==> config.mk <==
export PLATFORM = sky130hd
export DESIGN_NAME = spi_peripheral
export DESIGN_NICKNAME = d
export VERILOG_FILES = /design/src/rtl/spi_peripheral.sv
export SDC_FILE = /design/constraint.sdc
export NUM_CORES = 1
export LEC_CHECK = 0
export CAP_MARGIN = 20
export CORE_MARGIN = 1.5
export CORE_UTILIZATION = 53
export DETAILED_ROUTE_END_ITERATION = 8
export PLACE_DENSITY = 0.79
export SLEW_MARGIN = 10
export SYNTH_ARGS = -nofsm -noshare
export SYNTH_HDL_FRONTEND = slang
export SYNTH_SLANG_ARGS = --single-unit
==> constraint.sdc <==
create_clock -name clk -period 2.3 [get_ports clk]
set_input_delay 0.46 -clock clk [delete_from_list [all_inputs] [get_ports clk]]
set_output_delay 0.46 -clock clk [all_outputs]
set_load 0.05 [all_outputs]
==> src/rtl/spi_peripheral.sv <==
// SPI mode-0 target. The controller's cs/sck/sdi are oversampled on clk
// through two-flop synchronizers; a third flop on cs and sck gives edge
// strobes. A frame shifts rx bits in on sck rise and tx bits out on sck
// fall. A frame with exactly RX_WIDTH bits updates rx_data with an
// rx_valid pulse. Any other bit count gives a frame_err pulse instead.
//
// state     | meaning
// ----------+---------------------------------------------------------
// ST_IDLE   | waiting for a cs fall; sdo held at 0
// ST_ACTIVE | frame in progress; shifting on sck edges, sdo driven
// ST_DONE   | cs has risen; one cycle to judge the bit count
module spi_peripheral #(
   parameter int TX_WIDTH = 24,
   parameter int RX_WIDTH = 24
) (
   input  logic                clk,
   input  logic                nrst,
   input  logic                cs,
   input  logic                sck,
   input  logic                sdi,
   output logic                sdo,
   output logic                sdo_oe,
   input  logic [TX_WIDTH-1:0] tx_data,
   output logic [RX_WIDTH-1:0] rx_data,
   output logic                rx_valid,
   output logic                frame_err,
   output logic                busy
);

   localparam int CW = $clog2(RX_WIDTH + 2);
   localparam logic [CW-1:0] CNT_FULL = CW'(RX_WIDTH);
   // Saturating one past full makes any over-long frame look wrong.
   localparam logic [CW-1:0] CNT_SAT  = CW'(RX_WIDTH + 1);

   typedef enum logic [1:0] {ST_IDLE, ST_ACTIVE, ST_DONE} state_t;

   state_t              state_q, state_d;
   logic                cs_s1_q, cs_s2_q, cs_s3_q;
   logic                cs_s1_d, cs_s2_d, cs_s3_d;
   logic                sck_s1_q, sck_s2_q, sck_s3_q;
   logic                sck_s1_d, sck_s2_d, sck_s3_d;
   logic                sdi_s1_q, sdi_s2_q;
   logic                sdi_s1_d, sdi_s2_d;
   logic [TX_WIDTH-1:0] tx_buf_q, tx_buf_d;
   logic [RX_WIDTH-1:0] rx_buf_q, rx_buf_d;
   logic [CW-1:0]       cnt_q, cnt_d;
   logic [RX_WIDTH-1:0] rx_data_q, rx_data_d;
   logic                rx_valid_q, rx_valid_d;
   logic                frame_err_q, frame_err_d;

   logic cs_rise, cs_fall, sck_rise, sck_fall;

   // Edge strobes from the synchronized pins; sdi_s2_q lines up with sck_rise.
   always_comb begin
      cs_rise  =  cs_s2_q  & ~cs_s3_q;
      cs_fall  = ~cs_s2_q  &  cs_s3_q;
      sck_rise =  sck_s2_q & ~sck_s3_q;
      sck_fall = ~sck_s2_q &  sck_s3_q;
   end

   // Next-state logic for the synchronizers, frame FSM and shift registers.
   always_comb begin
      cs_s1_d     = cs;
      cs_s2_d     = cs_s1_q;
      cs_s3_d     = cs_s2_q;
      sck_s1_d    = sck;
      sck_s2_d    = sck_s1_q;
      sck_s3_d    = sck_s2_q;
      sdi_s1_d    = sdi;
      sdi_s2_d    = sdi_s1_q;
      state_d     = state_q;
      tx_buf_d    = tx_buf_q;
      rx_buf_d    = rx_buf_q;
      cnt_d       = cnt_q;
      rx_data_d   = rx_data_q;
      rx_valid_d  = 1'b0;
      frame_err_d = 1'b0;

      case (state_q)
         ST_IDLE: begin
            if (cs_fall) begin
               state_d  = ST_ACTIVE;
               tx_buf_d = tx_data;
               rx_buf_d = '0;
               cnt_d    = '0;
            end
         end
         ST_ACTIVE: begin
            // A cs rise wins over any sck edge strobed in the same cycle.
            if (cs_rise) begin
               state_d  = ST_DONE;
               tx_buf_d = '0;
            end else if (sck_rise) begin
               rx_buf_d = {rx_buf_q[RX_WIDTH-2:0], sdi_s2_q};
               if (cnt_q != CNT_SAT) cnt_d = cnt_q + CW'(1);
            end else if (sck_fall) begin
               tx_buf_d = {tx_buf_q[TX_WIDTH-2:0], 1'b0};
            end
         end
         ST_DONE: begin
            state_d = ST_IDLE;
            if (cnt_q == CNT_FULL) begin
               rx_data_d  = rx_buf_q;
               rx_valid_d = 1'b1;
            end else begin
               frame_err_d = 1'b1;
            end
         end
         default: state_d = ST_IDLE;
      endcase
   end

   // All state registered here; cs synchronizer resets high so reset reads as deselected.
   always_ff @(posedge clk) begin
      if (!nrst) begin
         cs_s1_q     <= 1'b1;
         cs_s2_q     <= 1'b1;
         cs_s3_q     <= 1'b1;
         sck_s1_q    <= 1'b0;
         sck_s2_q    <= 1'b0;
         sck_s3_q    <= 1'b0;
         sdi_s1_q    <= 1'b0;
         sdi_s2_q    <= 1'b0;
         state_q     <= ST_IDLE;
         tx_buf_q    <= '0;
         rx_buf_q    <= '0;
         cnt_q       <= '0;
         rx_data_q   <= '0;
         rx_valid_q  <= 1'b0;
         frame_err_q <= 1'b0;
      end else begin
         cs_s1_q     <= cs_s1_d;
         cs_s2_q     <= cs_s2_d;
         cs_s3_q     <= cs_s3_d;
         sck_s1_q    <= sck_s1_d;
         sck_s2_q    <= sck_s2_d;
         sck_s3_q    <= sck_s3_d;
         sdi_s1_q    <= sdi_s1_d;
         sdi_s2_q    <= sdi_s2_d;
         state_q     <= state_d;
         tx_buf_q    <= tx_buf_d;
         rx_buf_q    <= rx_buf_d;
         cnt_q       <= cnt_d;
         rx_data_q   <= rx_data_d;
         rx_valid_q  <= rx_valid_d;
         frame_err_q <= frame_err_d;
      end
   end

   // tx_buf is zero outside ACTIVE, so sdo idles low without extra gating.
   always_comb begin
      sdo       = tx_buf_q[TX_WIDTH-1];
      busy      = (state_q == ST_ACTIVE);
      sdo_oe    = (state_q == ST_ACTIVE);
      rx_data   = rx_data_q;
      rx_valid  = rx_valid_q;
      frame_err = frame_err_q;
   end

endmodule

==> After elaboration in Yosys (flattened, before gate mapping) <==
Index checks and enable logic that the tools add are counted.
{ "classes": {"addsub": 1, "reduce_logical": 8, "mux": 19, "n_bitwise": 8, "n_eq_ne": 11} }
{ "ops": {"columns": ["cell", "count"], "rows": [
  ["two-way mux 24 bit", 7],
  ["one-hot mux 24 bit (2 select lines)", 2],
  ["two-way mux 5 bit", 4],
  ["one-hot mux 5 bit (2 select lines)", 1],
  ["AND reduction 4 bit", 2],
  ["inequality test 2 x 1 -> 1 bit (second input constant)", 3],
  ["AND reduction 2 bit", 3],
  ["adder 5 x 1 -> 5 bit (second input constant)", 1],
  ["equality test 5 bit (second input constant)", 1],
  ["inequality test 5 bit (second input constant)", 1],
  ["AND reduction 5 bit", 1],
  ["AND 1 bit", 4],
  ["two-way mux 2 bit", 2],
  ["inequality test 2 bit (second input constant)", 2],
  ["NOT 1 bit", 4],
  ["one-hot mux 2 bit (2 select lines)", 1],
  ["inequality test 3 x 1 -> 1 bit (second input constant)", 1],
  ["inequality test 3 bit (second input constant)", 1],
  ["equality test 2 x 1 -> 1 bit (second input constant)", 1],
  ["equality test 2 bit (second input constant)", 1],
  ["logical NOT 2 bit", 1],
  ["two-way mux 1 bit", 2],
  ["nonzero test 2 bit", 1]
]} }
{ "totals": {"in_bits": 29, "output_inout_bits": 29, "elab_cells": 62, "reg_bits": 89} }

==> Depth between registers and ports, before layout <==
Gate-level depths: netlist of run 1.
{ "depth": {"depth_word": 6, "ltp_mapped": 8} }

==> Least setup slack after synthesis of run 1 <==
No wires, ideal clock.
{ "synth_timing": {"kind": "register -> output", "from": "reg state_q[1]", "to": "out sdo_oe", "required_ps": 1840, "n_path_buf": 2, "slack_ps": 541, "stages_incl_launch_ff": 5, "t_arrival_ps": 1299, "path_cell_list": "dfxtp_1 -> nand2b_1 -> buf_2 -> inv_1 -> buf_4"} }
{ "synth_between": {"elab_chain_cells": 1} }
{ "synth_rtl": {"columns": ["element", "line_no", "source"], "rows": [
  ["from (decl)", "37", "state_t state_q, state_d;"],
  ["from (signal assigned)", "140", "state_q <= state_d;"],
  ["equality test 2 x 1 -> 1 bit", null, null],
  ["to (decl)", "22", "output logic sdo_oe,"]
]} }
No other way between the ends.

==> Worst setup path after layout of run 1 <==
{ "layout_timing": {"from": "reg state_q[0]", "to": "out sdo_oe"} }
{ "layout_between": {"elab_chain_cells": 1} }
{ "layout_rtl": {"columns": ["element", "line_no", "source"], "rows": [
  ["equality test 2 x 1 -> 1 bit", "154", "sdo_oe = (state_q == ST_ACTIVE);"]
]} }
No other way between the ends.

==> key figures, run 1 <==
Yosys
  • Syn_nets: 440
  • Seq cells post-synth: 89
  • Async set or reset register ratio after synthesis: 0
  • Simple-gate area share of the yosys netlist: 0.210
  • Post-synthesis compound-gate area fraction: 0.229
  • Cell count after synthesis: 408
  • Commonest cells post-synth: dfxtp_1, nand2_1, a21oi_1, nand3_1, clkbuf_1
  • Post-synthesis adder-cell area fraction: 0.0131
  • Share of the synthesized area in the top cell type: 0.489
  • Register area share after synthesis: 0.489
  • Main synth FF type: dfxtp_1
  • Post-synth EDFFs: 0
  • Cell Area, Synth: 3640 um^2
  • Largest family of logic cells by synthesized area: compound AO/OA/AOI/OAI gates
  • Most common cell in the netlist: dfxtp_1
  • Post-Synth XOR/XNOR Area: 0
  • Distinct cells, synth: 39
  • Yosys warns: 0
  • Dominant cell type by area after synthesis: dfxtp_1
  • Syn Area/Cell: 8.92 um^2
  • Post-synthesis mux area share: 0.00550
  • Synth area leaders: dfxtp_1, a21oi_1, nand2_1

Place
  • # port buffers: 57
  • Gpl congestion: 0.799
  • Placed cells: 520
  • HPWL after DPL: 4900 um
  • Setup WS pre-CTS: 437 ps

Setup path
  • Crit path launch type: register
  • R2r endpoint: rx_data[2]
  • Reg2Reg Depth: 6
  • Crit Path Max Fanout: 12
  • Critical setup path kind: reg2out
  • Worst EP required: 1840 ps
  • Reg2Reg Setup Slack: 430 ps
  • Origin of the critical flop-to-flop path: cnt_q[0]
  • Crit path from: state_q[0]
  • Critical Path End Type: primary output
  • Crit path to: sdo_oe
  • Arrival time worst endpoint: 1560 ps

Die
  • Die extent in y: 85.9 um
  • Die X-Extent: 85.9 um
  • FP Rows: 30
  • Core area: 6720 um^2
  • Initial core utilization: 0.542
  • Die area: 7380 um^2
  • Io pins: 58

Power
  • Lkg Pwr: 1.62 nW
  • Pwr/cell area: 688 nW/um^2
  • Total power: 0.00311 W
  • Max IR drop VDD: 0.543 mV

Finish
  • Antenna diodes: 0
  • Layout net count: 483
  • Final Non-Filler Cells: 536
  • Area growth, synth to finish: 24.0%
  • Share of post-route cells with drive strength above 1: 0.0833
  • Layout fillers: 557

Timing
  • Final setup violation count: 0
  • RSZ-0062 raised after global routing: false
  • Period utilisation layout: 0.877
  • Fmax: 496 MHz
  • Min Tclk post-route: 2020 ps
  • Final Hold Vio Count: 0
  • Sum Neg Setup Slack: 0 ps
  • Worst Max-Slew Pin Slew: 793 ps
  • Worst Skew: 7.19 ps
  • Worst setup margin: 284 ps
  • Max transition margin: 0.471
  • Slew Viols, Final: 0

Routing
  • Vias: 3,131
  • Remaining DRCs: 0
  • Routed len/inst: 14.6 um
  • DRT Pass-1 Iters: 5
  • Drt initial violations: 176
  • Via/cell ratio: 5.84
  • Routed Antenna Nets: 0
  • Drt total wl: 7840 um

Global routing
  • Vias in the first global route: 2,820
  • Global Route Usage Sum: 0.220
  • First-pass GRT wire length: 13,000 um
  • Initial antenna violation count: 0
  • Maximum number of pins on one net before global-route repair: 63
  • Gr ovfl total: 0

Clock tree
  • Clock tree sinks: 89
  • H-Tree Depth: 3
  • Worst skew pair latency: 350 ps
  • CTS tree: built
  • Deepest clock path buffer count: 2
  • Root buffer cell: clkbuf_8
  • Post-CTS setup buffers: 0
  • Worst-path clk slew: 80 ps
  • Post-CTS Hold Fix Bufs: 0
  • Num CTS Buffers: 9
  • PostCTS Resize Cnt: 0

Run status
  • Status: finished clean

Run
  • Max-Cap Viols: 0

Hold path
  • Min-delay worst type: reg2reg
[registers in the layout, summed over array words and instances, names as in the netlist]
register	count
tx_buf_q	24
frame_err	1
state_q	2
sck_s3_q	1
rx_valid	1
cs_s1_q	1
sck_s1_q	1
rx_buf_q	24
rx_data	24
sdi_s1_q	1
cs_s3_q	1
sck_s2_q	1
cs_s2_q	1
sdi_s2_q	1
cnt_q	5
[routing by layer]
layer / wire length [um] / vias to the layer above / GRT usage / share of wire
met2: 3770 / 87 / 0.338 / 0.48
met5: 0 / - / 0 / 0
met3: 306 / 10 / 0.0433 / 0.039
met1: 3650 / 1500 / 0.303 / 0.47
met4: 111 / 0 / 0.0953 / 0.014
li1: - / 1534 / - / -
[layout make-up]
class | instances | area (um^2) | area share
Clock buffer | 12 | 145 | 0.0321
Clock inverter | 4 | 98.8 | 0.0219
Inverter | 5 | 18.8 | 0.00416
Multi-Input combinational cell | 274 | 1670 | 0.370
Sequential cell | 89 | 1780 | 0.395
Tap cell | 80 | 100 | 0.0222
Timing Repair Buffer | 72 | 698 | 0.155
[how the worst min path moves through the flow]
| stage | endpoint | depth (start not counted) | start | slack (ps) |
|---|---|---|---|---|
| final | cs_s2_q | 1 | cs_s1_q | 420 |
| after global routing | sck_s2_q | 1 | sck_s1_q | 450 |
| after CTS | cs_s2_q | 1 | cs_s1_q | 420 |
| after detailed placement | cs_s2_q | 1 | cs_s1_q | 400 |
| after global placement | cs_s2_q | 1 | cs_s1_q | 390 |
| after floorplan | cs_s2_q | 1 | cs_s1_q | 390 |
[layout by cell type (no fill, tap or decap), types with 2 or more instances in the layout]
cell type and instances:
nor2_1 2, ha_1 3, clkbuf_8 10, and3_1 2
dfxtp_1 89, nand3_1 28, and4b_1 2, buf_4 15
and2_1 6, nand2b_1 5, mux2i_1 2, a21boi_1 17
bufinv_16 3, o31ai_1 23, a22oi_1 23, nor2b_1 3
clkbuf_1 2, or3_1 2, a21boi_0 6, nand3b_1 24
inv_1 5, nand2_1 58, buf_12 2, clkdlybuf4s50_1 54
a21oi_1 51, a31oi_1 2
[through the flow]
| stage | hold slack, ps | util | instance area (um^2) |
|---|---|---|---|
| after floorplan | 386 | - | 3640 |
| after CTS | 421 | 0.672 | 4520 |
| after detailed placement | 402 | 0.636 | 4270 |
| after global routing | 449 | 0.672 | 4520 |
| after global placement | 389 | 0.636 | 4270 |
| final | 417 | 0.672 | 4520 |
[cells by family after synthesis]
kind of cell,after synthesis
buffers and inverters,45
flip-flops,89
AND/OR/NAND/NOR,141
AO/OA/AOI/OAI,127
multiplexers,2
adder cells (fa/ha/maj),4
[where the power goes]
part,internal (W),switching [W],total (W),leakage [nW]
clock network,0.000757,0.000530,0.00129,0.121
registers,0.00157,0.0000210,0.00159,0.721
logic,0.000115,0.000114,0.000229,0.777
[critical path, cell delays in order (launching register included)]
cell and delay, ps:
dfxtp_1 640, nand2b_1 130, inv_1 260, buf_12 180
No activity file was read; power rests on OpenSTA's default activity.
==> inputs of run 2 (changes only) <==
clock period = 1.9 ns   (was 2.3 ns; I/O delays follow)
==> run 2 against run 1 <==
  * Critical path depth decreased by 2
  * Routed wire length decreased by 1.7%
  * Core utilization increased by 0.26 points
  * Clock skew decreased by 0.82 ps
  * Final area increased by 0.39%
  * Sequential cell count unchanged
  * Sequential share of layout area decreased by 0.15 points
  * First-iteration DRC count increased by 17%
  * Critical endpoint is now rx_data[20]
  * Highest routed layer unchanged
==> key figures, run 2 (synthesis results as in run 1) <==
Global routing
  • Vias in the first global route: 2,785 (-1.2%)
  • Gr ovfl total: 0 (unchanged)
  • Global Route Usage Sum: 0.217 (-0.00322)
  • First-pass GRT wire length: 12,800 um (-1.5%)
  • Initial antenna violation count: 0 (unchanged)
  • Maximum number of pins on one net before global-route repair: 38 (-40%)

Die
  • Die area: 7380 um^2 (unchanged)
  • FP Rows: 30 (unchanged)
  • Io pins: 58 (unchanged)
  • Die X-Extent: 85.9 um (unchanged)
  • Initial core utilization: 0.542 (unchanged)
  • Core area: 6720 um^2 (unchanged)
  • Die extent in y: 85.9 um (unchanged)

Finish
  • Area growth, synth to finish: 24.5%
  • Core Util, Final: 0.675 (+0.00261)
  • Commonest non-fill, non-tap cell in the layout: dfxtp_1
  • Register area: 1780 um^2 (unchanged)
  • Area of the multi-input gates: 1680 um^2 (+0.15%)
  • Antenna diodes: 0 (unchanged)
  • Layout net count: 485 (+0.41%)
  • Share of post-route cells with drive strength above 1: 0.103 (+0.0193)
  • Layout fillers: 543 (-2.5%)
  • Final Non-Filler Cells: 538 (+0.37%)
  • Post-layout instance area: 4530 um^2 (+0.39%)
  • Most frequent cells in the layout: dfxtp_1, nand2_1, a21oi_1

Clock tree
  • Clock tree sinks: 89 (unchanged)
  • Deepest clock path buffer count: 2 (unchanged)
  • CTS tree: built
  • Worst-path clk slew: 80 ps (about the same)
  • Post-CTS Hold Fix Bufs: 0 (unchanged)
  • Num CTS Buffers: 9 (unchanged)
  • H-Tree Depth: 3 (unchanged)
  • Worst skew pair latency: 340 ps (about the same)
  • Root buffer cell: clkbuf_8
  • Post-CTS setup buffers: 0 (unchanged)

Setup path
  • CP peak stage delay: 800 ps (+160 ps)
  • CP top delay family: buffers and inverters
  • Critical Path End Type: primary output
  • CP max stage cell: clkdlybuf4s50_1
  • Worst EP required: 1520 ps (-320 ps)
  • Arrival time worst endpoint: 1470 ps (-90 ps)
  • Crit path buf inv count: 1 (-1)
  • Crit path launch type: register
  • Crit Path Max Fanout: 2 (-10)
  • Cell chain of the critical path: clkdlybuf4s50_1
  • Critical setup path kind: reg2out

Hold path
  • Min-delay worst type: in2reg

Power
  • Max IR drop VDD: 0.580 mV (+6.8%)
  • Clock share of power: 0.374 (-0.040)
  • Sw frac: 0.226 (+0.0127)
  • NetSw: 0.000798 W (+20%)
  • Lkg Pwr: 1.97 nW (+22%)
  • Sequential power share: 0.546 (+0.033)
  • Pwr/cell area: 778 nW/um^2 (+13%)
  • Logic gate share of total power: 0.080 (+0.006)
  • Pint: 0.00273 W (+12%)

Place
  • Gpl congestion: 0.768 (-3.9%)
  • Post-DP Area: 4280 um^2 (+0.12%)
  • Placed cells: 522 (+0.38%)
  • HPWL after DPL: 4840 um (-1.2%)
  • # port buffers: 57 (unchanged)
  • Setup WS pre-CTS: 261 ps (-176 ps)

Timing
  • Final Hold Vio Count: 0 (unchanged)
  • Worst setup margin: 48.0 ps (-236 ps)
  • RSZ-0062 raised after global routing: false
  • Min Tclk post-route: 1850 ps
  • Final setup violation count: 0 (unchanged)
  • Fmax: 540 MHz
  • Slew Viols, Final: 0 (unchanged)
  • Sum Neg Setup Slack: 0 ps (unchanged)
  • Max transition margin: 0.655 (+0.184)
  • Worst Max-Slew Pin Slew: 516 ps (-277 ps)
  • Period utilisation layout: 0.975
  • Worst Skew: 6.38 ps (-0.817 ps)

Routing
  • DRT Pass-1 Iters: 4 (-1)
  • Drt total wl: 7710 um (-1.7%)
  • Remaining DRCs: 0 (unchanged)
  • Routed len/inst: 14.3 um (-2.1%)
  • Via/cell ratio: 5.68 (-2.7%)
  • Drt initial violations: 206 (+17%)
  • Vias: 3,058 (-2.3%)
  • Routed Antenna Nets: 0 (unchanged)

Run status
  • Status: finished clean

Run
  • Max-Cap Viols: 0 (unchanged)
## run 2: path summary, 6_finish.rpt
kind | from | to | slack (ps) | cells after the start
setup / recovery | rx_data[20] | rx_data[20] | 50 | 1
setup reg to reg | cnt_q[0] | rx_data[17] | 270 | 7
hold reg to reg | cs_s1_q | cs_s2_q | 450 | 1
hold / removal | nrst | cs_s3_q | 340 | 2
## run 2: final cells by class
class	count	share of cell area
multi-input combinational	274	0.370
clock buffer	12	0.0342
timing repair buffer	74	0.166
tap	80	0.0221
clock inverter	4	0.0113
inverter	5	0.00414
sequential	89	0.393
## run 2: layer usage
layer,global-route usage,vias up,wire length (um)
met3,0.0375,12,340
li1,-,1537,-
met2,0.348,80,3730
met1,0.286,1429,3530
met5,0,-,0
met4,0.101,0,117
## run 2: metrics by stage
step | hold WS [ps] | power, W
4_1_cts | 327 | 0.00356
3_5_place_dp | 427 | 0.00225
3_3_place_gp | 389 | 0.00224
5_1_grt | 336 | 0.00365
2_1_floorplan | 386 | 0.00214
6_report | 343 | 0.00352
## run 2: power groups by stage
stage | Clock (W) | Sequential, W | Combinational [W]
2_1_floorplan | 0 | 0.00197 | 0.000170
3_3_place_gp | 0 | 0.00197 | 0.000277
3_5_place_dp | 0 | 0.00197 | 0.000280
4_1_cts | 0.00135 | 0.00192 | 0.000282
5_1_grt | 0.00142 | 0.00193 | 0.000306
6_report | 0.00132 | 0.00193 | 0.000283
## run 2: what timing repair did
item / 4_1_cts / 5_1_grt
setup endpoints to repair: 2 / 20
gates resized for setup: 1 / 20
hold endpoints to repair: 0 / 0
